[src/rtl/quad_gray_decoder_pkg.sv]
// Shared Gray-code definitions for the quadrature decoder and encoder FSMs.
// Holds the state encodings, step functions and step classifier.
`timescale 1ps/1ps
package quad_gray_decoder_pkg;

    localparam logic [1:0] G0 = 2'b00;
    localparam logic [1:0] G1 = 2'b01;
    localparam logic [1:0] G2 = 2'b11;
    localparam logic [1:0] G3 = 2'b10;

    typedef enum logic [1:0] {
        CLS_HOLD,
        CLS_FWD,
        CLS_REV,
        CLS_ERR
    } step_cls_e;

    function automatic logic [1:0] gray_fwd(input logic [1:0] prev);
        logic [1:0] nxt;
        case (prev)
            G0:      nxt = G1;
            G1:      nxt = G2;
            G2:      nxt = G3;
            default: nxt = G0;
        endcase
        return nxt;
    endfunction

    function automatic logic [1:0] gray_rev(input logic [1:0] prev);
        logic [1:0] nxt;
        case (prev)
            G0:      nxt = G3;
            G3:      nxt = G2;
            G2:      nxt = G1;
            default: nxt = G0;
        endcase
        return nxt;
    endfunction

    // Any change that is neither neighbour flips both bits.
    function automatic step_cls_e gray_classify(
        input logic [1:0] prev,
        input logic [1:0] cur
    );
        step_cls_e cls;
        if (cur == prev) begin
            cls = CLS_HOLD;
        end else if (cur == gray_fwd(prev)) begin
            cls = CLS_FWD;
        end else if (cur == gray_rev(prev)) begin
            cls = CLS_REV;
        end else begin
            cls = CLS_ERR;
        end
        return cls;
    endfunction

endpackage

[src/rtl/quad_gray_decoder_sync_ff.sv]
// Single-bit multi-stage synchronizer with asynchronous active-low reset.
`timescale 1ps/1ps
module sync_ff #(
    parameter int STAGES = 2
) (
    input  logic clk,
    input  logic rstn,
    input  logic d,
    output logic q
);

    logic [STAGES-1:0] sync_q;
    logic [STAGES-1:0] sync_d;

    always_comb begin
        sync_d = {sync_q[STAGES-2:0], d};
    end

    always_ff @(posedge clk or negedge rstn) begin
        if (!rstn) begin
            sync_q <= '0;
        end else begin
            sync_q <= sync_d;
        end
    end

    assign q = sync_q[STAGES-1];

endmodule

[src/rtl/quad_gray_decoder.sv]
// Quadrature / Gray-code receiver: synchronizes {a_in,b_in}, decodes steps,
// tracks direction, sticky illegal-jump flag and a wrapping position.
`timescale 1ps/1ps
module quad_gray_decoder
    import quad_gray_decoder_pkg::*;
#(
    parameter int CNT_W       = 8,
    parameter int SYNC_STAGES = 2
) (
    input  logic             clk,
    input  logic             rstn,
    input  logic             a_in,
    input  logic             b_in,
    input  logic             clr,
    output logic             step_up,
    output logic             step_dn,
    output logic             dir,
    output logic             err,
    output logic [CNT_W-1:0] pos
);

    logic             a_s;
    logic             b_s;
    logic [1:0]       cur;
    step_cls_e        cls;

    logic [1:0]       prev_q, prev_d;
    logic             step_up_q, step_up_d;
    logic             step_dn_q, step_dn_d;
    logic             dir_q, dir_d;
    logic             err_q, err_d;
    logic [CNT_W-1:0] pos_q, pos_d;

    sync_ff #(.STAGES(SYNC_STAGES)) u_sync_a (
        .clk  (clk),
        .rstn (rstn),
        .d    (a_in),
        .q    (a_s)
    );

    sync_ff #(.STAGES(SYNC_STAGES)) u_sync_b (
        .clk  (clk),
        .rstn (rstn),
        .d    (b_in),
        .q    (b_s)
    );

    assign cur = {a_s, b_s};

    always_comb begin
        cls = gray_classify(prev_q, cur);
    end

    // prev always follows cur so a bad jump resyncs on the next sample.
    always_comb begin
        prev_d    = cur;
        step_up_d = 1'b0;
        step_dn_d = 1'b0;
        dir_d     = dir_q;
        err_d     = err_q;
        pos_d     = pos_q;
        case (cls)
            CLS_FWD: begin
                step_up_d = 1'b1;
                dir_d     = 1'b1;
                pos_d     = pos_q + CNT_W'(1);
            end
            CLS_REV: begin
                step_dn_d = 1'b1;
                dir_d     = 1'b0;
                pos_d     = pos_q - CNT_W'(1);
            end
            CLS_ERR: begin
                err_d = 1'b1;
            end
            default: begin
            end
        endcase
        // Clear overrides position and error, but not pulses or direction.
        if (clr) begin
            pos_d = '0;
            err_d = 1'b0;
        end
    end

    always_ff @(posedge clk or negedge rstn) begin
        if (!rstn) begin
            prev_q    <= G0;
            step_up_q <= 1'b0;
            step_dn_q <= 1'b0;
            dir_q     <= 1'b1;
            err_q     <= 1'b0;
            pos_q     <= '0;
        end else begin
            prev_q    <= prev_d;
            step_up_q <= step_up_d;
            step_dn_q <= step_dn_d;
            dir_q     <= dir_d;
            err_q     <= err_d;
            pos_q     <= pos_d;
        end
    end

    assign step_up = step_up_q;
    assign step_dn = step_dn_q;
    assign dir     = dir_q;
    assign err     = err_q;
    assign pos     = pos_q;

endmodule

[config.mk]
export PLATFORM = sky130hd
export DESIGN_NAME = quad_gray_decoder
export DESIGN_NICKNAME = d
export VERILOG_FILES = /design/src/rtl/quad_gray_decoder_pkg.sv /design/src/rtl/quad_gray_decoder_sync_ff.sv /design/src/rtl/quad_gray_decoder.sv
export SDC_FILE = /design/constraint.sdc
export NUM_CORES = 1
export LEC_CHECK = 0
export ABC_CLOCK_PERIOD_IN_PS = 3850
export BUFFER_PORTS_ARGS = -buffer_cell sky130_fd_sc_hd__buf_2
export CAP_MARGIN = 20
export CORE_ASPECT_RATIO = 0.75
export CORE_MARGIN = 10
export CORE_UTILIZATION = 35
export CTS_BUF_LIST = sky130_fd_sc_hd__clkbuf_8
export CTS_CLUSTER_SIZE = 8
export DETAILED_ROUTE_END_ITERATION = 12
export PLACE_DENSITY_LB_ADDON = 0.08
export SKIP_LAST_GASP = 1
export SLEW_MARGIN = 15
export SYNTH_ARGS = -nofsm -noshare
export SYNTH_HDL_FRONTEND = slang
export SYNTH_SLANG_ARGS = --single-unit
[constraint.sdc]
create_clock -name clk -period 3.85 [get_ports clk]
set_clock_uncertainty 0.05 [all_clocks]
set_input_delay 0.77 -clock clk [delete_from_list [all_inputs] [get_ports clk]]
set_output_delay 0.77 -clock clk [all_outputs]
set_load 0.005 [all_outputs]
==> qor.csv, run 1 <==
metric,value,unit
outcome,completed,
net count after synthesis,113,
sequential share of the synthesized area,43.9,%
Die Footprint,5530,sq um
worst min-delay path endpoint,u_sync_b.sync_q[1]$_DFF_PN0_,
total congestion overflow after global routing,0,
Syn Std Cell Area,1030,sq um
antenna violations before repair,0,
Chip Width,82.6,um
largest voltage drop on the vdd net,0.203,mV
Die Ht,67.0,um
required time of the critical path,3940,ps
area of the core region,2700,sq um
type of the worst setup path,reg2reg,
worst reg-to-reg path cell count,11,
CTS tree,yes,
final period demand of the worst path,3050,ps
Starting Density,38.1,%
first-pass GRT wire length,3550,um
DR DRC count,0,
largest buffer count on any clock path,2,
final weighted congestion of routability-driven global placement,0.746,
number of warning messages in the yosys log,0,
count of cell types in the netlist,36,
Hold/Removal Path Class,reg2reg,
final sum of negative setup slack,0,ps
CTS sink count,18,
total CTS buffers,3,
crit share post-route,79.1,%
unrepaired setup endpoints after global routing,no,
Syn Inst Count,98,
Reg2Reg Launch Point,u_sync_a.sync_q[1]$_DFF_PN0_,
clock-pin slew of the registers on the worst-case setup and hold paths,70,ps
CP Data Arrival Time,3130,ps
number of enable flip-flop cells after synthesis,0,
DP Area,1130,sq um
routed vias,747,
Root Buffer,clkbuf_8,
dominant cells by area after synthesis,"dfrtp_1 41%, ha_1 11%, nand2_1 3.6%, nor2_1 3.6%, a21oi_1 3.4%",
sort of element at the end of the critical path,flip-flop,
final core utilization,43.6,%
cells resized by post-CTS repair,0,
count of standard-cell rows,16,
leakage power figure,0.000583,uW
setup repair bufs after CTS,0,
slew margin rel.,62.9,%
I/O pin cnt,17,
fraction of post-synthesis cell area in the top cell type by area,41.3,%
CP startpoint kind,flip-flop,
"critical path fanouts, max",15,
Hold Path Cell Cnt,0,
max-cap violations,0,
"area leader, netlist",dfrtp_1,
all-layer global routing usage,8.22,%
# diodes,0,
DRT Pass-1 Iters,4,
min-delay src,u_sync_b.sync_q[0]$_DFF_PN0_,
overall routed net length,2100,um
power density over cell area,476,nW/um^2
syn avg cell area,10.5,sq um
"Non-Filler Cell Area, Final",1180,sq um
hold bufs inserted after CTS,0,
most common cell in the synthesized netlist,dfrtp_1,
synthesis-to-finish area growth,14.3,%
via count of the first global-routing pass,736,
async set-or-reset flop fraction in the synthesized netlist,100,%
endpoints failing setup,0,
HPWL after detailed placement,1590,um
flip-flop and latch count after synthesis,18,
slew at the pin closest to its max-slew limit,556,ps
pin count of the biggest net entering global routing,19,
vias per std cell,4.91,
H-tree Lvls,1,
Final Hold Violating Endpoints,0,
Fmax,0.328,GHz
first-iteration detailed-routing DRC count,26,
Slew Limit Fails,0,
capturing point of the worst reg2reg path,pos[7]$_DFFE_PN0P_,
clock latency of the later-clocked register in the worst-skew pair,250,ps
count of antenna-violating nets left after detailed routing,0,
Final nets,132,
commonest register cell after synthesis,dfrtp_1,
quantity of I/O buffers inserted on ports,16,
r2r setup slk,800,ps
detailed-route wire length per cell,13.8,um
fraction of final layout cells with drive strength greater than 1,23.3,%
cell types with the highest counts after synthesis,"17 x dfrtp_1, 10 x nand2_1, 10 x nor2_1",
-- final cells by class --
cell class | instances | area [sq um]
fill | 277 | 1530
multi-input combinational | 75 | 544
sequential | 18 | 452
timing repair buffer | 16 | 80.1
tap | 36 | 45.0
clock buffer | 3 | 41.3
inverter | 3 | 11.3
clock inverter | 1 | 3.75
-- flip-flops by register name (all words and copies together), names as in the netlist --
name	flops
err	1
u_sync_a.sync_q	2
dir	1
u_sync_b.sync_q	2
pos	8
step_up	1
step_dn	1
prev_q	2
-- cells by family after synthesis --
logic type / Yosys count / share of synthesized area [%]
AO/OA/AOI/OAI: 25 / 16.2
flip-flops: 18 / 43.9
multiplexers: 3 / 3.40
buffers and inverters: 5 / 3.28
AND/OR/NAND/NOR: 34 / 17.9
adder cells (fa/ha/maj): 10 / 12.9
XOR/XNOR: 3 / 2.55
-- through the flow --
step                worst slack (ps)  hold WS, ps  total power, uW  instances
finish                           804          303              561        152
global route                     581          322              608        152
CTS                              830          307              571        152
detailed placement               833          289              435        148
global placement                 968          283              430        148
floorplan                       1170          281              380         98
-- report_power, final --
| group | total, uW | switching, uW | internal, uW |
|---|---|---|---|
| registers | 241 | 23.5 | 218 |
| logic | 187 | 99.1 | 87.5 |
| clock network | 133 | 62.4 | 70.7 |
-- worst max-delay path by stage --
stage,to,startpoint,depth (start not counted)
floorplan,pos[7]$_DFFE_PN0P_,u_sync_a.sync_q[1]$_DFF_PN0_,10
global placement,pos[7]$_DFFE_PN0P_,u_sync_a.sync_q[1]$_DFF_PN0_,11
detailed placement,pos[7]$_DFFE_PN0P_,u_sync_a.sync_q[1]$_DFF_PN0_,11
CTS,pos[7]$_DFFE_PN0P_,u_sync_a.sync_q[1]$_DFF_PN0_,11
global route,pos[7]$_DFFE_PN0P_,u_sync_a.sync_q[1]$_DFF_PN0_,11
finish,pos[7]$_DFFE_PN0P_,u_sync_a.sync_q[1]$_DFF_PN0_,11
-- metal layers --
metal  routed length (um)  GRT usage [%]  vias up
met5                    0              0        -
met4                   16           1.88        0
met3                  156           3.62        2
met2                  895           12.8       14
met1                 1030           10.2      342
li1                     -              -      389
-- placed cells by master (no fill, tap or decap), types with 2 or more instances in the layout --
| cell type | count |
|---|---|
| mux2i_1 | 2 |
| nor2b_1 | 2 |
| nand2_1 | 10 |
| ha_1 | 9 |
| o21ai_1 | 2 |
| clkbuf_8 | 3 |
| nor3_2 | 2 |
| nor2_1 | 10 |
| xnor2_1 | 2 |
| a21o_1 | 2 |
| dfrtp_1 | 17 |
| buf_2 | 16 |
| o21ai_0 | 6 |
| inv_1 | 4 |
| a21oi_1 | 7 |
-- worst max-delay path, cell delays in order (launching register included) --
cell and delay [ps]:
dfrtp_1 450, nor2_1 70, a21oi_1 120, nor2_1 50, a21oi_1 230, ha_1 560
ha_1 390, o21ai_1 260, nor3_2 90, o21ai_1 140, nor3b_2 210, mux2_4 310
Note: power is estimated with default switching activity, not from simulation.
==> run 2: changes to the inputs <==
--- a/config.mk
+++ b/config.mk
@@ -5,7 +5,8 @@
 export SDC_FILE = /design/constraint.sdc
 export NUM_CORES = 1
 export LEC_CHECK = 0
-export ABC_CLOCK_PERIOD_IN_PS = 3850
+export ABC_AREA = 1
+export ABC_CLOCK_PERIOD_IN_PS = 2500
 export BUFFER_PORTS_ARGS = -buffer_cell sky130_fd_sc_hd__buf_2
 export CAP_MARGIN = 20
 export CORE_ASPECT_RATIO = 0.75
==> constraint.sdc (replaced) <==
create_clock -name clk -period 2.5 [get_ports clk]
set_clock_uncertainty 0.05 [all_clocks]
set_input_delay 0.5 -clock clk [delete_from_list [all_inputs] [get_ports clk]]
set_output_delay 0.5 -clock clk [all_outputs]
set_load 0.005 [all_outputs]
==> qor.csv, run 2 <==
metric,value,unit,change
syn avg cell area,8.84,sq um,-16%
most common cell in the synthesized netlist,nand2_1,,
async set-or-reset flop fraction in the synthesized netlist,100,%,unchanged
net count after synthesis,124,,+9.7%
routed vias,730,,-2.3%
vias per std cell,4.42,,-10%
CTS sink count,18,,unchanged
non-filler instance count after layout,165,,+8.6%
HPWL after detailed placement,1550,um,-2.2%
synthesis-to-finish area growth,20.0,%,
r2r setup slk,270,ps,-530 ps
"area leader, netlist",dfrtp_1,,
max-cap violations,0,,unchanged
Fmax,0.449,GHz,+37%
sequential share of the synthesized area,46.9,%,+3.0 points
dominant combinational cell family by area after synthesis,simple AND/OR/NAND/NOR gates,,
fraction of post-synthesis cell area in the top cell type by area,44.2,%,+2.8 points
cell repeated most along the worst path,nand2_1,,
hold bufs inserted after CTS,0,,unchanged
number of warning messages in the yosys log,0,,unchanged
"most common cell after layout, fill and taps aside",nand2_1,,
Slew Limit Fails,0,,unchanged
detailed-route wire length per cell,12.1,um,-13%
Reg2Reg Launch Point,u_sync_a.sync_q[1]$_DFF_PN0_,,
slew margin rel.,73.5,%,+11 points
cell count after placement,161,,+8.8%
power density over cell area,798,nW/um^2,+67%
count of standard-cell rows,16,,unchanged
multiplexer share of the synthesized area,0,%,-3.4 points
most used cells in the layout excluding fill and tap cells,"35 x nand2_1, 17 x dfrtp_1, 16 x buf_2, 12 x inv_1",,
"critical path fanouts, max",11,,-4
area of the core region,2620,sq um,-3.0%
Die Ht,65.4,um,-2.3%
I/O pin cnt,17,,unchanged
overall routed net length,1990,um,-5.1%
worst hold margin,115,ps,-188 ps
leakage power figure,0.000656,uW,+13%
total CTS buffers,3,,unchanged
pin count of the biggest net entering global routing,19,,unchanged
Chip Width,80.6,um,-2.5%
Root Buffer,clkbuf_8,,
Hold/Removal Path Class,in2async,,
clock latency of the later-clocked register in the worst-skew pair,250,ps,about the same
xor and xnor area share after synthesis,6.36,%,+3.8 points
Final Hold Violating Endpoints,0,,unchanged
CP startpoint kind,flip-flop,,
unrepaired setup endpoints after global routing,no,,
slew at the pin closest to its max-slew limit,398,ps,-158 ps
"share of synthesized cell area in full adder, half adder and majority cells",13.8,%,+0.89 points
setup repair bufs after CTS,0,,unchanged
final period demand of the worst path,2230,ps,-817 ps
final sum of negative setup slack,0,ps,unchanged
# diodes,0,,unchanged
clock-pin slew of the registers on the worst-case setup and hold paths,70,ps,about the same
cell with the largest stage delay on the worst path,dfrtp_1,,
"critical path, cell by cell","xnor2_1, or2_1, nand2_1, ha_4, ha_1, nand2_1, inv_1, a21oi_1, nand3_1, nand3_1, nand2_1",,
Largest register FFs,8,,unchanged
Starting Density,36.7,%,-1.4 points
Max stage delay on crit path,420,ps,-140 ps
H-tree Lvls,1,,unchanged
flip-flop and latch count after synthesis,18,,unchanged
CTS tree,yes,,
count of cell types in the netlist,18,,-50%
endpoints failing setup,0,,unchanged
fraction of the mapped netlist area in compound gates,6.10,%,-10 points
dominant cells by area after synthesis,"dfrtp_1 44%, nand2_1 14%, ha_1 12%, inv_1 4.7%, xnor2_1 4.5%",,
commonest register cell after synthesis,dfrtp_1,,
type of the worst setup path,reg2reg,,
sort of element at the end of the critical path,flip-flop,,
largest buffer count on any clock path,2,,unchanged
fraction of final layout cells with drive strength greater than 1,20.2,%,-3.1 points
largest voltage drop on the vdd net,0.434,mV,+110%
"Non-Filler Cell Area, Final",1160,sq um,-1.8%
Final nets,145,,+9.8%
Syn Std Cell Area,963,sq um,-6.4%
DR DRC count,0,,unchanged
cell types with the highest counts after synthesis,"35 x nand2_1, 17 x dfrtp_1, 12 x inv_1",,
fillers,274,,-1.1%
crit share post-route,89.2,%,+10 points
antenna violations before repair,0,,unchanged
worst reg-to-reg path cell count,11,,unchanged
number of enable flip-flop cells after synthesis,0,,unchanged
via count of the first global-routing pass,754,,+2.4%
outcome,completed,,
DRT Pass-1 Iters,4,,unchanged
count of antenna-violating nets left after detailed routing,0,,unchanged
Syn Inst Count,109,,+11%
total congestion overflow after global routing,0,,unchanged
first-iteration detailed-routing DRC count,41,,+58%
quantity of I/O buffers inserted on ports,16,,unchanged
required time of the critical path,2590,ps,-1350 ps
all-layer global routing usage,8.19,%,-0.027 points
cells resized by post-CTS repair,0,,unchanged
CP Data Arrival Time,2320,ps,-810 ps
DP Area,1090,sq um,-3.9%
first-pass GRT wire length,3400,um,-4.1%
Die Footprint,5270,sq um,-4.7%
final weighted congestion of routability-driven global placement,0.829,,+11%
capturing point of the worst reg2reg path,pos[7]$_DFFE_PN0P_,,
simple-gate portion of the synthesized area,21.4,%,+3.6 points
run 2: cell types whose count changed in the layout (fill, tap and decap cells not counted), sizes merged, moves of 3 or more:
cell and delta:
o21ai -3, nor2 -6, nand3 +7, a21oi -3, nor3 -3, nand2 +25, xnor2 +3, inv +10
run 2: how the worst max path moves through the flow:
stage	from	end	depth (start not counted)
6_report	u_sync_a.sync_q[1]$_DFF_PN0_	pos[7]$_DFFE_PN0P_	11
5_1_grt	u_sync_b.sync_q[1]$_DFF_PN0_	pos[7]$_DFFE_PN0P_	12
2_1_floorplan	u_sync_b.sync_q[1]$_DFF_PN0_	pos[7]$_DFFE_PN0P_	11
3_3_place_gp	u_sync_a.sync_q[1]$_DFF_PN0_	pos[7]$_DFFE_PN0P_	11
3_5_place_dp	u_sync_b.sync_q[1]$_DFF_PN0_	pos[7]$_DFFE_PN0P_	11
4_1_cts	u_sync_a.sync_q[1]$_DFF_PN0_	pos[7]$_DFFE_PN0P_	11
run 2: metal layers:
metal | GRT usage, % | vias to the layer above | share of wire, %
met5 | 0 | - | 0
met4 | 1.32 | 0 | 0.45
met3 | 4.21 | 2 | 7.6
met2 | 11.2 | 17 | 39
met1 | 11.2 | 328 | 53
li1 | - | 383 | -
run 2: per-stage QoR:
stage,util (%),setup WS [ps],total power [uW]
CTS,43.6,31.0,930
detailed placement,41.5,34.7,686
floorplan,-,332,582
global placement,41.5,84.6,685
finish,44.1,271,922
global route,44.1,34.8,1000
run 2: critical path: cells and delay by family, from the launching register on:
kind                     cells  cell delay, ps
AND/OR/NAND/NOR              6             710
AO/OA/AOI/OAI                1             200
buffers and inverters        1              40
flip-flops                   1             420
adder cells (fa/ha/maj)      2             550
XOR/XNOR                     1             150
run 2: final cells by class:
type	instances	area (sq um)	area share, %
tap	36	45.0	3.90
clock buffer	4	55.1	4.76
timing repair buffer	16	80.1	6.93
multi-input combinational	77	472	40.8
inverter	14	52.6	4.55
sequential	18	452	39.1
run 2: logic make-up after synthesis:
logic type | Yosys count
and+or+nand+nor | 49
DFF | 18
buffers and inverters | 14
AOI/OAI and AO/OA | 11
adders and majority gates | 10
xor gates and xnor gates | 7
run 2: power breakdown:
| part | switching [uW] | total [uW] | leakage, uW | internal [uW] |
|---|---|---|---|---|
| sequential | 39.4 | 384 | 0.000227 | 345 |
| clock | 95.1 | 235 | 0.0000288 | 140 |
| combinational | 172 | 303 | 0.000400 | 132 |
| total | 306 | 922 | 0.000656 | 616 |
==> run 3: changes to the inputs <==
--- a/config.mk
+++ b/config.mk
@@ -5,12 +5,12 @@
 export SDC_FILE = /design/constraint.sdc
 export NUM_CORES = 1
 export LEC_CHECK = 0
-export ABC_AREA = 1
+export ABC_AREA = 0
 export ABC_CLOCK_PERIOD_IN_PS = 2500
 export BUFFER_PORTS_ARGS = -buffer_cell sky130_fd_sc_hd__buf_2
 export CAP_MARGIN = 20
 export CORE_ASPECT_RATIO = 0.75
-export CORE_MARGIN = 10
+export CORE_MARGIN = 3
 export CORE_UTILIZATION = 35
 export CTS_BUF_LIST = sky130_fd_sc_hd__clkbuf_8
 export CTS_CLUSTER_SIZE = 8
==> qor.csv, run 3 (synthesis results as in run 1) <==
metric,value,unit,change
sequential group share of total power,37.0,%,-4.6 points
CP Data Arrival Time,2610,ps,+290 ps
Root Buffer,clkbuf_8,,
Die Footprint,3640,sq um,-31%
pin count of the biggest net entering global routing,19,,unchanged
power density over cell area,728,nW/um^2,-8.7%
Final nets,147,,+1.4%
clock power share,22.9,%,-2.6 points
I/O pin cnt,17,,unchanged
sort of element at the end of the critical path,flip-flop,,
outcome,"complete, but fails checks",,
max-cap violations,0,,unchanged
type of the worst setup path,reg2reg,,
Final Hold Violating Endpoints,0,,unchanged
Die Ht,53.0,um,-19%
first-pass GRT wire length,3910,um,+15%
Max stage delay on crit path,470,ps,+50 ps
DP Area,1220,sq um,+12%
CP Buf/Inv Count,1,,unchanged
Chip Width,68.6,um,-15%
switching fraction of total power,32.8,%,-0.33 points
Largest register FFs,8,,unchanged
antenna violations before repair,0,,unchanged
detailed-route wire length per cell,14.7,um,+22%
hold bufs inserted after CTS,0,,unchanged
# diodes,0,,unchanged
largest buffer count on any clock path,2,,unchanged
total CTS buffers,3,,unchanged
H-tree Lvls,1,,unchanged
portion of total power attributed to combinational logic,40.1,%,+7.2 points
first-iteration detailed-routing DRC count,33,,-20%
vias per std cell,4.94,,+12%
all-layer global routing usage,15.3,%,+7.1 points
Fmax,0.397,GHz,-12%
Starting Density,38.1,%,+1.4 points
DR DRC count,0,,unchanged
unrepaired setup endpoints after global routing,yes,,
count of antenna-violating nets left after detailed routing,0,,unchanged
"Non-Filler Cell Area, Final",1420,sq um,+23%
area of the core region,2700,sq um,+3.1%
slew margin rel.,72.3,%,-1.2 points
Hold/Removal Path Class,in2async,,
"critical path fanouts, max",7,,-4
violated checks,setup timing,,
slew at the pin closest to its max-slew limit,415,ps,+17.3 ps
worst hold margin,119,ps,+4.30 ps
largest voltage drop on the vdd net,0.362,mV,-17%
Slew Limit Fails,0,,unchanged
most used cells in the layout excluding fill and tap cells,"16 x dfrtp_1, 16 x buf_2, 14 x buf_4, 8 x nand2_1, 8 x nor2_1",,
CP startpoint kind,flip-flop,,
final weighted congestion of routability-driven global placement,0.818,,-1.3%
DRT Pass-1 Iters,3,,-1
routed vias,825,,+13%
cell with the largest stage delay on the worst path,dfrtp_2,,
total congestion overflow after global routing,0,,unchanged
internal portion of total power,696,uW,+13%
CTS tree,yes,,
endpoints failing setup,1,,+1
HPWL after detailed placement,1680,um,+8.1%
synthesis-to-finish area growth,38.2,%,
fraction of final layout cells with drive strength greater than 1,44.3,%,+24 points
"critical path, cell by cell","nor2b_1, o21ai_1, o21a_1, ha_4, buf_8, ha_4, nand2_2, nand3b_1, o21ai_1, nor3b_2, mux2_4",,
quantity of I/O buffers inserted on ports,16,,unchanged
required time of the critical path,2590,ps,about the same
final worst slack,-21.4,ps,-292 ps
leakage power figure,0.000677,uW,+3.2%
count of standard-cell rows,16,,unchanged
clock latency of the later-clocked register in the worst-skew pair,250,ps,about the same
final period demand of the worst path,2520,ps,+292 ps
Psw,340,uW,+11%
crit share post-route,101,%,+12 points
clock-pin slew of the registers on the worst-case setup and hold paths,70,ps,about the same
fillers,246,,-10%
CTS sink count,18,,unchanged
overall routed net length,2460,um,+23%
via count of the first global-routing pass,789,,+4.6%
critical path's top delay family,simple AND/OR/NAND/NOR gates,,
## run 3: layer usage
| metal | routed length (um) | GRT usage (%) | vias up |
|---|---|---|---|
| met2 | 1090 | 22.3 | 13 |
| li1 | - | - | 419 |
| met5 | 0 | 0 | - |
| met1 | 1220 | 20.7 | 389 |
| met3 | 118 | 4.88 | 4 |
| met4 | 26 | 5.94 | 0 |
## run 3: what timing repair did
| action | CTS | global route |
|---|---|---|
| gates resized for setup | 9 | 12 |
| pin swaps | 4 | 15 |
| buffers inserted | 3 | 2 |
| endpoints found under the setup margin | 4 | 7 |
## run 3: path summary, 6_finish.rpt
path / startpoint / to / slack, ps / cells after the start
setup / recovery: u_sync_a.sync_q[1]$_DFF_PN0_ / pos[7]$_DFFE_PN0P_ / -20 / 11
hold / removal: rstn / pos[6]$_DFFE_PN0P_ / 120 / 1
setup reg to reg: u_sync_a.sync_q[1]$_DFF_PN0_ / pos[7]$_DFFE_PN0P_ / -20 / 11
hold reg to reg: u_sync_b.sync_q[0]$_DFF_PN0_ / u_sync_b.sync_q[1]$_DFF_PN0_ / 300 / 0
max in group asynchronous: rstn / dir$_DFFE_PN1P_ / 1960 / 1
min in group clk: a_in / u_sync_a.sync_q[0]$_DFF_PN0_ / 300 / 1
## run 3: area by class of cell
cell class	count	area (sq um)	share of cell area, %
Clock buffer	4	55.1	3.87
Inverter	3	11.3	0.792
Multi-Input combinational cell	75	658	46.3
Sequential cell	18	453	31.8
Tap cell	36	45.0	3.17
Timing Repair Buffer	31	200	14.1
## run 3: power groups by stage
stage / clock (uW) / combinational, uW / sequential (uW)
2_1_floorplan: 0 / 215 / 376
3_3_place_gp: 0 / 339 / 380
3_5_place_dp: 0 / 341 / 381
4_1_cts: 250 / 381 / 380
5_1_grt: 264 / 464 / 390
6_report: 238 / 415 / 383
## run 3: metrics by stage
| stage | setup TNS, ps | total power (uW) | setup WS [ps] | instances | util (%) |
|---|---|---|---|---|---|
| 2_1_floorplan | 0 | 592 | 19.7 | 98 | - |
| 5_1_grt | -414 | 1120 | -159 | 167 | 52.6 |
| 6_report | -21.4 | 1040 | -21.4 | 167 | 52.6 |
| 3_5_place_dp | -178 | 721 | -126 | 158 | 45.3 |
| 3_3_place_gp | -67.9 | 719 | -67.9 | 158 | 45.3 |
| 4_1_cts | -18.3 | 1010 | -15.5 | 165 | 50.2 |
